--- src/rtl/pos_move_ctrl.sv ---
// -----------------------------------------------------------------------------
// pos_move_ctrl
//
// Sequencing controller for the 2-D cursor position datapath. A 4-bit move
// command is accepted over a valid/ready handshake. The candidate coordinate
// is computed with a 5-bit add/subtract, range-checked against MAX_POS and
// committed to the X/Y position registers. After each commit a programmable
// hold-off (GAP cycles) keeps cmd_ready low to rate-limit moves.
//
// Command word:
//   cmd[0]   : 1 = X axis, 0 = Y axis
//   cmd[1]   : 1 = subtract, 0 = add
//   cmd[3:2] : step magnitude 0..3 (0 is a legal no-op)
//
// Ports:
//   clk         in   system clock, rising edge
//   reset       in   synchronous, active-high reset (aborts any command)
//   cmd_valid   in   command present
//   cmd[3:0]    in   command word, sampled only at the handshake edge
//   cmd_ready   out  high in IDLE (and not in reset)
//   pos_x[3:0]  out  registered X coordinate
//   pos_y[3:0]  out  registered Y coordinate
//   busy        out  high in CALC, COMMIT and GAP
//   done        out  one-cycle pulse when a command completes
//   err         out  one-cycle pulse with done when the result was out of range
//   move_count  out  commits that changed a coordinate, wraps 255 -> 0
//
// Build option:
//   POS_MOVE_SATURATE_EN  defined   : out-of-range results clamp to MAX_POS
//                                     (add) or 0 (subtract) and are written.
//                         undefined : out-of-range commands are rejected and
//                                     the position is left unchanged.
//   err pulses for an out-of-range result in both builds.
// -----------------------------------------------------------------------------
module pos_move_ctrl #(
  parameter logic [3:0] X_INIT  = 4'd0,
  parameter logic [3:0] Y_INIT  = 4'd0,
  parameter logic [3:0] MAX_POS = 4'd15,
  parameter int unsigned GAP    = 4
) (
  input  logic       clk,
  input  logic       reset,
  input  logic       cmd_valid,
  input  logic [3:0] cmd,
  output logic       cmd_ready,
  output logic [3:0] pos_x,
  output logic [3:0] pos_y,
  output logic       busy,
  output logic       done,
  output logic       err,
  output logic [7:0] move_count
);

  typedef enum logic [1:0] {
    ST_IDLE   = 2'd0,
    ST_CALC   = 2'd1,
    ST_COMMIT = 2'd2,
    ST_GAP    = 2'd3
  } state_t;

  // Gap counter preload; the GAP state is never entered when GAP is 0.
  localparam logic [7:0] GAP_LOAD = (GAP == 0) ? 8'd0 : 8'(GAP - 1);

  // ---------------------------------------------------------------------------
  // State and datapath registers
  // ---------------------------------------------------------------------------
  state_t      r_state;
  state_t      w_next_state;

  logic [3:0]  r_cmd;
  logic [4:0]  r_result;
  logic        r_out_of_range;
  logic [3:0]  r_pos_x;
  logic [3:0]  r_pos_y;
  logic [7:0]  r_gap_cnt;
  logic [7:0]  r_move_count;
  logic        r_done;
  logic        r_err;

  // ---------------------------------------------------------------------------
  // Combinational datapath
  // ---------------------------------------------------------------------------
  logic        w_accept;
  logic [3:0]  w_operand;
  logic [4:0]  w_step;
  logic [4:0]  w_result;
  logic        w_out_of_range;
  logic        w_commit_en;
  logic [3:0]  w_commit_val;
  logic        w_changed;

  // cmd_ready is a function of state only; reset forces it low so a handshake
  // coincident with reset is never reported as accepted.
  assign cmd_ready = (r_state == ST_IDLE) && !reset;
  assign w_accept  = cmd_ready && cmd_valid;

  // The selected axis is read from the live position registers. The same
  // selection feeds both the CALC computation and the COMMIT change test;
  // the position cannot move between the two since only COMMIT writes it.
  assign w_operand = r_cmd[0] ? r_pos_x : r_pos_y;
  assign w_step    = {3'b000, r_cmd[3:2]};

  // A 5-bit result exposes both carry (add past 15) and borrow (subtract
  // below 0) in bit 4, so one test covers both wrap cases.
  assign w_result       = r_cmd[1] ? ({1'b0, w_operand} - w_step)
                                   : ({1'b0, w_operand} + w_step);
  assign w_out_of_range = w_result[4] || (w_result[3:0] > MAX_POS);

`ifdef POS_MOVE_SATURATE_EN
  // Clamp toward the bound the move was heading for.
  assign w_commit_en  = 1'b1;
  assign w_commit_val = !r_out_of_range ? r_result[3:0]
                      : (r_cmd[1] ? 4'd0 : MAX_POS);
`else
  assign w_commit_en  = !r_out_of_range;
  assign w_commit_val = r_result[3:0];
`endif

  // Only a write that actually moves the cursor is counted, so step 0 and
  // a clamp that lands on the current value leave move_count alone.
  assign w_changed = w_commit_en && (w_commit_val != w_operand);

  // ---------------------------------------------------------------------------
  // FSM: state register
  // ---------------------------------------------------------------------------
  // NOTE: sequential state uses non-blocking assignments so every register
  // samples pre-edge values and the order of statements does not matter.
  always_ff @(posedge clk) begin
    if (reset) begin
      r_state <= ST_IDLE;
    end else begin
      r_state <= w_next_state;
    end
  end

  // ---------------------------------------------------------------------------
  // FSM: next-state and state-decoded outputs
  // ---------------------------------------------------------------------------
  // NOTE: every signal written here gets a default first; a path that skips
  // an assignment would otherwise infer a latch.
  always_comb begin
    w_next_state = r_state;
    busy         = 1'b1;
    unique case (r_state)
      ST_IDLE: begin
        busy = 1'b0;
        if (w_accept) begin
          w_next_state = ST_CALC;
        end
      end
      ST_CALC: begin
        w_next_state = ST_COMMIT;
      end
      ST_COMMIT: begin
        w_next_state = (GAP > 0) ? ST_GAP : ST_IDLE;
      end
      ST_GAP: begin
        // Leave in the cycle after the counter has reached zero.
        if (r_gap_cnt == 8'd0) begin
          w_next_state = ST_IDLE;
        end
      end
      default: begin
        w_next_state = ST_IDLE;
      end
    endcase
  end

  // ---------------------------------------------------------------------------
  // Datapath registers
  // ---------------------------------------------------------------------------
  always_ff @(posedge clk) begin
    if (reset) begin
      r_cmd          <= 4'd0;
      r_result       <= 5'd0;
      r_out_of_range <= 1'b0;
      r_pos_x        <= X_INIT;
      r_pos_y        <= Y_INIT;
      r_gap_cnt      <= 8'd0;
      r_move_count   <= 8'd0;
      r_done         <= 1'b0;
      r_err          <= 1'b0;
    end else begin
      // done/err are single-cycle pulses unless COMMIT re-asserts them.
      r_done <= 1'b0;
      r_err  <= 1'b0;

      if (w_accept) begin
        r_cmd <= cmd;
      end

      if (r_state == ST_CALC) begin
        r_result       <= w_result;
        r_out_of_range <= w_out_of_range;
      end

      if (r_state == ST_COMMIT) begin
        if (w_commit_en) begin
          if (r_cmd[0]) begin
            r_pos_x <= w_commit_val;
          end else begin
            r_pos_y <= w_commit_val;
          end
        end
        if (w_changed) begin
          r_move_count <= r_move_count + 8'd1;
        end
        r_done    <= 1'b1;
        r_err     <= r_out_of_range;
        r_gap_cnt <= GAP_LOAD;
      end

      if ((r_state == ST_GAP) && (r_gap_cnt != 8'd0)) begin
        r_gap_cnt <= r_gap_cnt - 8'd1;
      end
    end
  end

  assign pos_x      = r_pos_x;
  assign pos_y      = r_pos_y;
  assign done       = r_done;
  assign err        = r_err;
  assign move_count = r_move_count;

endmodule

--- config.mk ---
export PLATFORM = sky130hd
export DESIGN_NAME = pos_move_ctrl
export DESIGN_NICKNAME = d
export VERILOG_FILES = /design/src/rtl/pos_move_ctrl.sv
export SDC_FILE = /design/constraint.sdc
export NUM_CORES = 1
export LEC_CHECK = 0
export ABC_AREA = 1
export BUFFER_PORTS_ARGS = -buffer_cell sky130_fd_sc_hd__buf_2
export CAP_MARGIN = 20
export CORE_MARGIN = 4
export CORE_UTILIZATION = 57
export DETAILED_ROUTE_END_ITERATION = 8
export HOLD_SLACK_MARGIN = 0.12
export PLACE_DENSITY = 0.89
export SLEW_MARGIN = 5
export SYNTH_ARGS = -nofsm -noshare
export SYNTH_HDL_FRONTEND = slang
export SYNTH_SLANG_ARGS = --single-unit
--- constraint.sdc ---
create_clock -name clk -period 2.4 [get_ports clk]
set_input_delay 0.72 -clock clk [delete_from_list [all_inputs] [get_ports clk]]
set_output_delay 0.72 -clock clk [all_outputs]
set_load 0.02 [all_outputs]
==> run_results.csv <==
group,metric,value,unit
final_layout,syn2layout_area_growth,9.99,%
die,std_cell_rows,21,
timing,finalHoldViolations,0,
min_path,worst_hold_path_type,"reg2reg",
worst_setup_path,r2r_slack,0.39,ns
synthesis,syn_area_per_cell,7.28,um^2
clock_tree,clk_pin_slew_worst_paths,0.10,ns
worst_setup_path,path_cells,"inv_1 > ha_1 > inv_1 > nor2_1 > buf_2",
route,post-route-drc-count,0,
synthesis,ys_types,28,
timing,rsz0062_at_grt,"false",
synthesis,synth_area_leaders,"dfxtp_1 37%, nand2_1 11%, a21oi_1 8.4%",
route,wire_per_inst,11.3,um
min_path,hp-start,"r_gap_cnt[4]",
timing,fin_skew,0.00267,ns
pwr,vdd_drop_max,0.544,mV
final_layout,antenna_cells,0,
min_path,holdPathEnd,"r_gap_cnt[4]",
clock_tree,hold_buffers,0,
clock_tree,cts_num_sinks,37,
worst_setup_path,path_class,"reg2out",
timing,fin_crit_sh,0.881,
grt,grt_pass1_vias,1622,
clock_tree,cts_setup_buffers,0,
route,drt-total-wl,3980,um
synthesis,netlist_instances,277,
grt,grt_start_max_net_pins,24,
timing,setup_tns,0,ns
synthesis,yosysWarnings,0,
final_layout,layout_common_cells,"60 x nand2_1, 38 x inv_1, 37 x dfxtp_1, 34 x a21oi_1, 26 x buf_2",
worst_setup_path,cp.arrival,1.39,ns
pwr,p_per_area,1050,nW/um^2
synthesis,ys_ff_latch,37,
die,die_h,67.5,um
clock_tree,cts-resized-gates,0,
synthesis,yosysTopAreaCell,"dfxtp_1",
route,vias_per_cell,5.23,
placed_design,hpwl,3020,um
final_layout,finalNonFillerCells,352,
placed_design,io_buffers,26,
outcome,status,"finished, final reports clean",
worst_setup_path,cp_slowest_cell,"dfxtp_1",
worst_setup_path,r2r_end,"r_out_of_range",
synthesis,synth_top_area_frac,0.367,
final_layout,final_common_cell,"nand2_1",
worst_setup_path,critPathMostFrequentCell,"inv_1",
grt,grt_antenna_before_repair,0,
worst_setup_path,reg2reg_depth,11,
worst_setup_path,crit_fanout,4,
worst_setup_path,slowest_delay,0.34,ns
route,drt_iter0_drc,152,
timing,setup_viol,0,
die,ios,27,
die,dieArea,4550,um^2
timing,slew_headroom,0.603,
timing,timing.fmax,473,MHz
final_layout,multi_input_area,1080,um^2
placed_design,place_inst,344,
clock_tree,tritoncts,"yes",
final_layout,drive_above_1_share,0.150,
placed_design,gp_congestion,0.834,
route,vias,1840,
grt,grt_first_pass_wirelength,6740,um
final_layout,register_area,741,um^2
route,ant_nets,0,
timing,period_minus_slack,2.11,ns
die,start_util,0.599,
final_layout,fillers,331,
job,drv_cap,0,
timing,drv_slew,0,
timing,tightest_slew,0.596,ns
die,core,3360,um^2
clock_tree,insertion_delay,0.34,ns
min_path,whs_path_depth,2,
clock_tree,cts_buffer_depth,2,
pwr,power_leakage,1.03,nW
die,die_x,67.5,um
clock_tree,cts_root_buffer,"clkbuf_4",
grt,grt_use_total,0.196,
synthesis,ys_seq_area_frac,0.367,
worst_setup_path,r2r-start,"r_cmd[0]",
grt,grt-ovfl-total,0,
synthesis,synth_fp_nets,298,
worst_setup_path,cp.required,1.68,ns
worst_setup_path,end_kind,"output port",
final_layout,utilization,0.659,
worst_setup_path,startpoint_type,"register",
clock_tree,cts_made_buffers,5,
synthesis,syn_area,2020,um^2
clock_tree,htreeDepth,2,
final_layout,final_nets,326,
route,drtPass1Iterations,4,
## per-layer routing
layer | global-route usage | vias up | part of all wire
li1 | - | 957 | -
met1 | 0.225 | 829 | 0.43
met2 | 0.339 | 47 | 0.49
met3 | 0.0549 | 7 | 0.060
met4 | 0.0835 | 0 | 0.018
met5 | 0 | - | 0
## cells in the mapped netlist, drive strengths merged
master   n
inv     39
clkbuf   3
nand4    1
ha      13
nand3   23
and3     1
xor2     4
xnor2    3
nor4     1
a31oi    2
dfxtp   37
nor2    18
a21oi   34
nand2   66
o21ai   25
nor3     2
buf      3
fa       1
nand3b   1
## critical path: cells and delay by family (launching register included)
family / cells / cell delay, ns
buffers and inverters: 3 / 0.36
and+or+nand+nor: 1 / 0.15
adders and majority gates: 1 / 0.19
DFF: 1 / 0.34
## power by group
group          internal (W)  leakage, nW  switching (W)
logic              0.000406        0.706       0.000766
clock network      0.000117       0.0265       0.000195
registers          0.000740        0.301       0.000108
## per-stage QoR
stage	instance area, um^2	worst slack (ns)	total power (W)	hold WS (ns)
2_1_floorplan	2020	0.470	0.00182	0.441
3_3_place_gp	2170	0.490	0.00198	0.451
3_5_place_dp	2170	0.403	0.00203	0.459
4_1_cts	2220	0.270	0.00234	0.475
5_1_grt	2220	0.132	0.00257	0.502
6_report	2220	0.286	0.00233	0.477
## cell families after synthesis
family | Yosys count | share of synthesized area
compound gates | 61 | 0.153
xor+xnor | 7 | 0.0304
fa+ha+maj | 14 | 0.0906
buf+inv | 45 | 0.0975
flops | 37 | 0.367
simple gates | 113 | 0.261
## how the worst max path moves through the flow
stage | from | end | cells after the start
after floorplan | reset | cmd_ready | 2
after detailed placement | r_cmd[2] | r_result[3] | 11
after CTS | r_state[0] | cmd_ready | 5
after global routing | r_state[0] | cmd_ready | 5
after global placement | r_cmd[2] | r_result[3] | 11
final | r_state[0] | cmd_ready | 5
## flip-flops by register name, indices dropped and copies added, names as in the netlist
register	cells
move_count	8
r_gap_cnt	8
pos_x	4
pos_y	4
r_cmd	4
r_result	4
r_state	2
done	1
err	1
r_out_of_range	1
## cell type report
| cell class | instances | share of cell area |
|---|---|---|
| flip-flops and latches | 37 | 0.334 |
| clock buffers | 8 | 0.0220 |
| repair buffers | 27 | 0.0621 |
| inverters | 39 | 0.0694 |
| multi-input cells | 195 | 0.486 |
| well taps | 46 | 0.0260 |
Power figures use the tool's default switching activity.
